File: config.mk
export PLATFORM = sky130hd
export DESIGN_NAME = oldest_first_unit_allocator_flat
export DESIGN_NICKNAME = d
export VERILOG_FILES = /design/src/rtl/resource_alloc_pkg.sv /design/src/rtl/oldest_first_unit_allocator_if.sv /design/src/rtl/oldest_first_unit_allocator_age_priority_picker.sv /design/src/rtl/oldest_first_unit_allocator.sv /design/src/flat_wrapper.sv
export SDC_FILE = /design/constraint.sdc
export NUM_CORES = 1
export LEC_CHECK = 0
export BUFFER_PORTS_ARGS = -buffer_cell sky130_fd_sc_hd__buf_2
export CAP_MARGIN = 30
export CORE_MARGIN = 4
export CORE_UTILIZATION = 25
export CTS_CLUSTER_SIZE = 14
export DETAILED_ROUTE_END_ITERATION = 10
export GPL_ROUTABILITY_DRIVEN = 0
export PLACE_DENSITY = 0.58
export SKIP_CTS_REPAIR_TIMING = 1
export SYNTH_ARGS = -nofsm -noshare
export SYNTH_HDL_FRONTEND = slang
export SYNTH_SLANG_ARGS = --single-unit
File: constraint.sdc
create_clock -name clk -period 2.74 [get_ports clk]
set_input_delay 0.411 -clock clk [delete_from_list [all_inputs] [get_ports clk]]
set_output_delay 0.411 -clock clk [all_outputs]
set_load 0.05 [all_outputs]
File: src/rtl/resource_alloc_pkg.sv
// rtl/resource_alloc_pkg.sv - port state enum, wrap-aware age compare and width helpers for the unit allocator
package resource_alloc_pkg;

    typedef enum logic {ALLOC_IDLE = 1'b0, ALLOC_OWN = 1'b1} alloc_state_e;

    localparam int ALLOC_ID_MAX_W = 32;
    typedef logic [ALLOC_ID_MAX_W-1:0] alloc_id_t;

    function automatic int idx_w(input int n);
        return (n > 1) ? $clog2(n) : 1;
    endfunction

    function automatic int cnt_w(input int n);
        return $clog2(n + 1);
    endfunction

    // Callers MSB-align narrower ids into alloc_id_t so the sign of the difference is the wrap-aware age.
    function automatic logic is_older(input alloc_id_t a, input alloc_id_t b);
        alloc_id_t diff;
        diff = a - b;
        return diff[ALLOC_ID_MAX_W-1];
    endfunction

endpackage

File: src/rtl/oldest_first_unit_allocator_if.sv
// rtl/oldest_first_unit_allocator_if.sv - SIC-side request/grant bundle; ALLOC_PERF_COUNTERS_EN adds counter outputs
interface oldest_first_unit_allocator_if #(
    parameter int NUM_PORTS = 2,
    parameter int NUM_UNITS = 4,
    parameter int ID_WIDTH  = 16
);
    import resource_alloc_pkg::*;

    localparam int UW = idx_w(NUM_UNITS);
    localparam int CW = cnt_w(NUM_UNITS);

    logic [NUM_PORTS-1:0]               req;
    logic [NUM_PORTS-1:0][ID_WIDTH-1:0] issue_id;
    logic [NUM_PORTS-1:0]               rel;    // release pulse; "release" is a reserved word
    logic                               flush;
    logic [NUM_PORTS-1:0]               grant;
    logic [NUM_PORTS-1:0][UW-1:0]       unit_idx;
    logic [CW-1:0]                      free_count;
`ifdef ALLOC_PERF_COUNTERS_EN
    logic [31:0]                        grant_total;
    logic [31:0]                        stall_cycles;

    modport master (output req, issue_id, rel, flush,
                    input  grant, unit_idx, free_count, grant_total, stall_cycles);
    modport slave  (input  req, issue_id, rel, flush,
                    output grant, unit_idx, free_count, grant_total, stall_cycles);
`else
    modport master (output req, issue_id, rel, flush,
                    input  grant, unit_idx, free_count);
    modport slave  (input  req, issue_id, rel, flush,
                    output grant, unit_idx, free_count);
`endif
endinterface

File: src/rtl/oldest_first_unit_allocator_age_priority_picker.sv
// rtl/oldest_first_unit_allocator_age_priority_picker.sv - combinational oldest-first ranking of candidate ports
module age_priority_picker
    import resource_alloc_pkg::*;
#(
    parameter int NUM_PORTS = 2,
    parameter int ID_WIDTH  = 16,
    localparam int RW = idx_w(NUM_PORTS)
) (
    input  logic [NUM_PORTS-1:0]               cand,
    input  logic [NUM_PORTS-1:0][ID_WIDTH-1:0] issue_id,
    output logic [NUM_PORTS-1:0][RW-1:0]       rank
);

    alloc_id_t                   al_id [NUM_PORTS];
    logic [NUM_PORTS-1:0][RW-1:0] beaten;
    logic                         o_ji;
    logic                         o_ij;

    // A second pass re-ranks by beaten-count so a non-transitive wrap cycle still yields unique ranks.
    always_comb begin
        o_ji = 1'b0;
        o_ij = 1'b0;
        for (int i = 0; i < NUM_PORTS; i++)
            al_id[i] = alloc_id_t'(issue_id[i]) << (ALLOC_ID_MAX_W - ID_WIDTH);
        for (int i = 0; i < NUM_PORTS; i++) begin
            beaten[i] = '0;
            for (int j = 0; j < NUM_PORTS; j++) begin
                o_ji = is_older(al_id[j], al_id[i]);
                o_ij = is_older(al_id[i], al_id[j]);
                if (j != i && cand[j] && ((o_ji && !o_ij) || (o_ji == o_ij && j < i)))
                    beaten[i] = beaten[i] + RW'(1);
            end
        end
        for (int i = 0; i < NUM_PORTS; i++) begin
            rank[i] = '0;
            for (int j = 0; j < NUM_PORTS; j++)
                if (j != i && cand[j] && (beaten[j] < beaten[i] || (beaten[j] == beaten[i] && j < i)))
                    rank[i] = rank[i] + RW'(1);
        end
    end

endmodule

File: src/rtl/oldest_first_unit_allocator.sv
// rtl/oldest_first_unit_allocator.sv - oldest-issue-first allocator of shared units to SIC ports
// Optional ALLOC_PERF_COUNTERS_EN adds wrapping grant_total / stall_cycles counters.
module oldest_first_unit_allocator
    import resource_alloc_pkg::*;
#(
    parameter int NUM_PORTS = 2,
    parameter int NUM_UNITS = 4,
    parameter int ID_WIDTH  = 16
) (
    input logic                          clk,
    input logic                          rst_n,
    oldest_first_unit_allocator_if.slave bus
);

    localparam int UW = idx_w(NUM_UNITS);
    localparam int CW = cnt_w(NUM_UNITS);
    localparam int RW = idx_w(NUM_PORTS);

    alloc_state_e                 state_q [NUM_PORTS];
    alloc_state_e                 state_d [NUM_PORTS];
    logic [NUM_PORTS-1:0][UW-1:0] unit_q, unit_d;
    logic [CW-1:0]                free_count_q, free_count_d;
    logic [NUM_UNITS-1:0]         owned;
    logic [NUM_PORTS-1:0]         cand, granted_now;
    logic [NUM_PORTS-1:0][RW-1:0] rank;
    int                           seen, n_own, n_grant;
    logic                         dup_unit;

    always_comb begin
        owned = '0;
        for (int u = 0; u < NUM_UNITS; u++)
            for (int p = 0; p < NUM_PORTS; p++)
                if (state_q[p] == ALLOC_OWN && unit_q[p] == UW'(u)) owned[u] = 1'b1;
        for (int p = 0; p < NUM_PORTS; p++)
            cand[p] = !bus.flush && state_q[p] == ALLOC_IDLE && bus.req[p] && !bus.rel[p];
    end

    age_priority_picker #(.NUM_PORTS(NUM_PORTS), .ID_WIDTH(ID_WIDTH)) u_picker (
        .cand     (cand),
        .issue_id (bus.issue_id),
        .rank     (rank)
    );

    // Rank k takes the k-th lowest free unit; units freed this cycle are still owned here.
    always_comb begin
        state_d      = state_q;
        unit_d       = unit_q;
        granted_now  = '0;
        seen         = 0;
        n_own        = 0;
        for (int p = 0; p < NUM_PORTS; p++) begin
            seen = 0;
            if (cand[p]) begin
                for (int u = 0; u < NUM_UNITS; u++) begin
                    if (!owned[u]) begin
                        if (seen == int'(rank[p])) begin
                            granted_now[p] = 1'b1;
                            unit_d[p]      = UW'(u);
                        end
                        seen = seen + 1;
                    end
                end
            end
            if (bus.flush)
                state_d[p] = ALLOC_IDLE;
            else if (state_q[p] == ALLOC_OWN) begin
                if (bus.rel[p] || !bus.req[p]) state_d[p] = ALLOC_IDLE;
            end else if (granted_now[p])
                state_d[p] = ALLOC_OWN;
            if (state_d[p] == ALLOC_OWN) n_own = n_own + 1;
        end
        free_count_d = CW'(NUM_UNITS - n_own);
    end

    always_ff @(posedge clk or negedge rst_n) begin
        if (!rst_n) begin
            for (int p = 0; p < NUM_PORTS; p++) state_q[p] <= ALLOC_IDLE;
            unit_q       <= '0;
            free_count_q <= CW'(NUM_UNITS);
        end else begin
            state_q      <= state_d;
            unit_q       <= unit_d;
            free_count_q <= free_count_d;
        end
    end

    always_comb begin
        for (int p = 0; p < NUM_PORTS; p++) bus.grant[p] = (state_q[p] == ALLOC_OWN);
    end
    assign bus.unit_idx   = unit_q;
    assign bus.free_count = free_count_q;

`ifdef ALLOC_PERF_COUNTERS_EN
    logic [31:0] grant_total_q, grant_total_d, stall_cycles_q, stall_cycles_d;

    always_comb begin
        grant_total_d = grant_total_q;
        for (int p = 0; p < NUM_PORTS; p++)
            if (granted_now[p]) grant_total_d = grant_total_d + 32'd1;
        stall_cycles_d = stall_cycles_q + {31'd0, |(cand & ~granted_now)};
    end

    always_ff @(posedge clk or negedge rst_n) begin
        if (!rst_n) begin
            grant_total_q  <= '0;
            stall_cycles_q <= '0;
        end else begin
            grant_total_q  <= grant_total_d;
            stall_cycles_q <= stall_cycles_d;
        end
    end

    assign bus.grant_total  = grant_total_q;
    assign bus.stall_cycles = stall_cycles_q;
`endif

    always_comb begin
        n_grant  = 0;
        dup_unit = 1'b0;
        for (int p = 0; p < NUM_PORTS; p++) begin
            if (state_q[p] == ALLOC_OWN) n_grant = n_grant + 1;
            for (int q = p + 1; q < NUM_PORTS; q++)
                if (state_q[p] == ALLOC_OWN && state_q[q] == ALLOC_OWN && unit_q[p] == unit_q[q])
                    dup_unit = 1'b1;
        end
    end

    a_count_conserved: assert property (@(posedge clk) disable iff (!rst_n)
        int'(free_count_q) + n_grant == NUM_UNITS);
    a_unit_unique: assert property (@(posedge clk) disable iff (!rst_n) !dup_unit);

endmodule

File: src/flat_wrapper.sv
// flat-port wrapper written by rule: the top's interface ports become plain ports
module oldest_first_unit_allocator_flat import resource_alloc_pkg::*;
#(
    parameter int NUM_PORTS = 2,
    parameter int NUM_UNITS = 4,
    parameter int ID_WIDTH  = 16
)
  (clk, rst_n, bus_req, bus_issue_id, bus_rel, bus_flush, bus_grant, bus_unit_idx, bus_free_count);
  oldest_first_unit_allocator_if #(.NUM_PORTS(NUM_PORTS), .NUM_UNITS(NUM_UNITS), .ID_WIDTH(ID_WIDTH)) bus_i ();
  input logic clk;
  input logic rst_n;
  input wire logic [$bits(bus_i.req)-1:0] bus_req;
  input wire logic [$bits(bus_i.issue_id)-1:0] bus_issue_id;
  input wire logic [$bits(bus_i.rel)-1:0] bus_rel;
  input wire logic [$bits(bus_i.flush)-1:0] bus_flush;
  output wire logic [$bits(bus_i.grant)-1:0] bus_grant;
  output wire logic [$bits(bus_i.unit_idx)-1:0] bus_unit_idx;
  output wire logic [$bits(bus_i.free_count)-1:0] bus_free_count;
  assign bus_i.req = bus_req;
  assign bus_i.issue_id = bus_issue_id;
  assign bus_i.rel = bus_rel;
  assign bus_i.flush = bus_flush;
  assign bus_grant = bus_i.grant;
  assign bus_unit_idx = bus_i.unit_idx;
  assign bus_free_count = bus_i.free_count;
  oldest_first_unit_allocator #(.NUM_PORTS(NUM_PORTS), .NUM_UNITS(NUM_UNITS), .ID_WIDTH(ID_WIDTH)) u_core (.clk(clk), .rst_n(rst_n), .bus(bus_i));
endmodule
==> results.toml <==
[logic_synthesis]
synth_seq_area_share_pct = 13.6
avgSynthCellArea_um2 = 7.88
synth_edf_count = 0
synth_fp_nets = 285
ys_warn_count = 0
ys_ff_latch = 9
ys_types = 46
synthFlopType = "dfrtp_1"
async_flop_share_pct = 100
syn_inst = 211
syn_area_um2 = 1660

[routing]
drtAntennaViolNets = 0
drc = 0
wl_per_cell_um = 12.4
firstDrtPassIters = 4
via_count = 1786
drt-initial-drc-count = 74
via_per_inst = 4.65
routed_wirelength_um = 4750

[global_route]
overflow = 0
grt_max_degree = 10
grt_pass1_vias = 1742
grt_pass1_wl_um = 7440
antenna_found_initial = 0
grtUsageTotal_pct = 11.5

[setup_path]
setup.worst_path.start = "bus_issue_id[8]"
cp-endpoint = "u_core.bus.free_count[0]"
worstReg2RegStart = "u_core.bus.unit_idx[1]"
r2r-end = "u_core.bus.free_count[0]"
critPathKind = "in2reg"
reg2reg_setup_slack_ns = 0.19
end_kind = "flop"
cp.required_ns = 2.86
cp_max_fo = 5
ff2ff_path_depth = 8
arrival_ns = 3.12
critPathLaunchType = "input pin"

[placed_design]
io_buffers = 47
dpl_cell_area_um2 = 2530
dp.final_hpwl_um = 3990

[finish]
finalInstanceArea_um2 = 2760
drive_above_1_share_pct = 51.8
fill_cells = 631
nNetsFinal = 382
antenna_cells = 0
syn2layout_area_growth_pct = 65.8

[clocking]
h-tree-depth = 1
cts.sinks = 9
clkTransAtPathRegs_ns = 0.05
cts_tree = "done"
cts-root-buf = "clkbuf_8"
clockBufferDepth = 2
clk_latency_ns = 0.23
cts-buffers-inserted = 3

[pwr]
power.total_mw = 0.932
p_per_area_nw_per_um2 = 338
power_leakage_nw = 1.32
ir_drop_mv = 0.216

[outcome]
outcome = "finished with violations"
violations = "setup timing"

[floorplan]
core_area_um2 = 6390
ios = 48
dieArea_um2 = 8020
num_rows = 29
die_h_um = 89.6
die_width_um = 89.6
start_util_pct = 26.0

[sta]
relSlewSlack_pct = 63.4
period_share_pct = 110
tns_ns = -1.18
slew_violations = 0
max_freq_mhz = 333
fin_ws_ns = -0.263
rsz0062_at_grt = "yes"
fin_crit_ns = 3.00
worstMarginPinSlew_ns = 0.545
finalSetupViolations = 8
finalClockSkew_ns = 0.00348
finalHoldViolCount = 0

[worst_hold_path]
hp-class = "in2async"

[job]
maxCapViolCount = 0
-- metrics by stage --
stage / instances / worst slack (ns) / util (%) / hold slack [ns]
2_1_floorplan: 211 / -0.177 / - / 0.115
3_3_place_gp: 371 / -0.388 / 39.7 / 0.276
3_5_place_dp: 371 / -0.468 / 39.7 / 0.278
4_1_cts: 375 / -0.228 / 40.4 / 0.0283
5_1_grt: 384 / -0.392 / 43.2 / 0.0356
6_report: 384 / -0.263 / 43.2 / 0.0254
-- cells by family (layout without fill, tap and decap cells) --
group	count (synthesis)	in the layout	synth area share, %
AND/OR/NAND/NOR	66	66	19.6
AO/OA/AOI/OAI	58	58	28.7
buffers and inverters	37	133	8.35
adder cells (fa/ha/maj)	35	35	26.3
flip-flops	9	9	13.6
XOR/XNOR	3	3	1.58
multiplexers	3	3	1.81
-- cells in the mapped netlist, types with 2 or more instances --
| master | instances | area share (%) |
|---|---|---|
| ha_1 | 35 | 26 |
| inv_1 | 35 | 7.9 |
| nor2_1 | 21 | 4.7 |
| nand2_1 | 15 | 3.4 |
| dfrtp_1 | 8 | 12 |
| nand2b_1 | 8 | 3.0 |
| a21oi_1 | 7 | 2.1 |
| nor3_1 | 6 | 1.8 |
| o21ai_0 | 6 | 1.8 |
| a211oi_1 | 5 | 2.3 |
| a21o_1 | 4 | 1.8 |
| o21a_1 | 4 | 1.8 |
| a31oi_1 | 3 | 1.1 |
| mux2i_1 | 3 | 1.8 |
| nand3_1 | 3 | 0.90 |
| or2_2 | 3 | 1.1 |
| a211o_1 | 2 | 1.1 |
| a211oi_2 | 2 | 1.5 |
| a21boi_0 | 2 | 0.90 |
| a21oi_2 | 2 | 1.1 |
| a31o_1 | 2 | 1.1 |
| clkbuf_1 | 2 | 0.45 |
| nand4_1 | 2 | 0.75 |
| nor3b_1 | 2 | 0.90 |
| nor4b_1 | 2 | 1.1 |
| o211ai_1 | 2 | 0.90 |
| o211ai_2 | 2 | 1.5 |
| o21ai_1 | 2 | 0.60 |
| o31ai_1 | 2 | 0.90 |
| o31ai_4 | 2 | 2.6 |
| xor2_1 | 2 | 1.1 |
-- metal layers --
layer	part of all wire, %	wire length [um]	GRT usage (%)	vias to the layer above
met3	4.7	225	2.03	2
met5	0	0	0	-
met4	0.17	8	1.62	0
li1	-	-	-	929
met2	53	2520	20.9	38
met1	42	1990	14.3	817
-- worst max-delay path, stage by stage --
cell,delay [ns]
buf_8,0.08
inv_4,0.03
ha_4,0.26
a211oi_2,0.07
o21a_1,0.21
o31ai_4,0.37
buf_6,0.16
nor3b_4,0.04
o211ai_2,0.22
o211ai_4,0.13
buf_4,0.17
buf_4,0.15
xor2_2,0.16
nand2b_4,0.16
a31o_1,0.23
ha_1,0.27
-- worst min path at each step --
stage / from / endpoint / slack [ns] / depth (start not counted)
after floorplan: rst_n / u_core.bus.free_count[0] / 0.12 / 0
after global placement: rst_n / u_core.bus.free_count[1] / 0.28 / 1
after detailed placement: rst_n / u_core.bus.free_count[0] / 0.28 / 1
after CTS: rst_n / u_core.bus.free_count[0] / 0.03 / 1
after global routing: rst_n / u_core.bus.free_count[0] / 0.04 / 1
final: rst_n / u_core.bus.free_count[0] / 0.03 / 1
-- state kept, by name, indices dropped and copies added, names as in the netlist --
signal and count:
u_core.bus.free_count 3, u_core.bus.grant 2, u_core.bus.unit_idx 4
-- placed cells by master, fill, tap and decap left out, types with 3 or more instances in the layout --
master	Yosys	routed
nand2_1	15	15
clkbuf_8	0	3
buf_4	0	47
dfrtp_2	0	6
a21oi_1	7	3
buf_6	0	3
nor3_1	6	4
buf_2	0	43
o31ai_4	2	4
a21o_1	4	4
a211oi_2	2	5
nor2_1	21	19
o21a_1	4	4
o21ai_1	2	5
ha_1	35	25
inv_1	35	30
ha_4	0	10
mux2i_1	3	3
nand3_1	3	3
or2_2	3	3
nand2b_1	8	6
a21oi_2	2	5
-- layout make-up --
type / count / area [um2] / area share, %
inverter: 35 / 144 / 5.22
multi-input combinational: 165 / 1620 / 58.8
sequential: 9 / 234 / 8.48
clock buffer: 4 / 45.0 / 1.63
tap: 77 / 96.3 / 3.49
timing repair buffer: 94 / 617 / 22.4
-- report_power, final --
| part | switching (mW) | leakage (nW) | internal (mW) |
|---|---|---|---|
| Sequential | 0.0250 | 0.108 | 0.154 |
| Clock | 0.0539 | 0.0228 | 0.102 |
| Combinational | 0.323 | 1.19 | 0.274 |
Power figures use the tool's default switching activity.
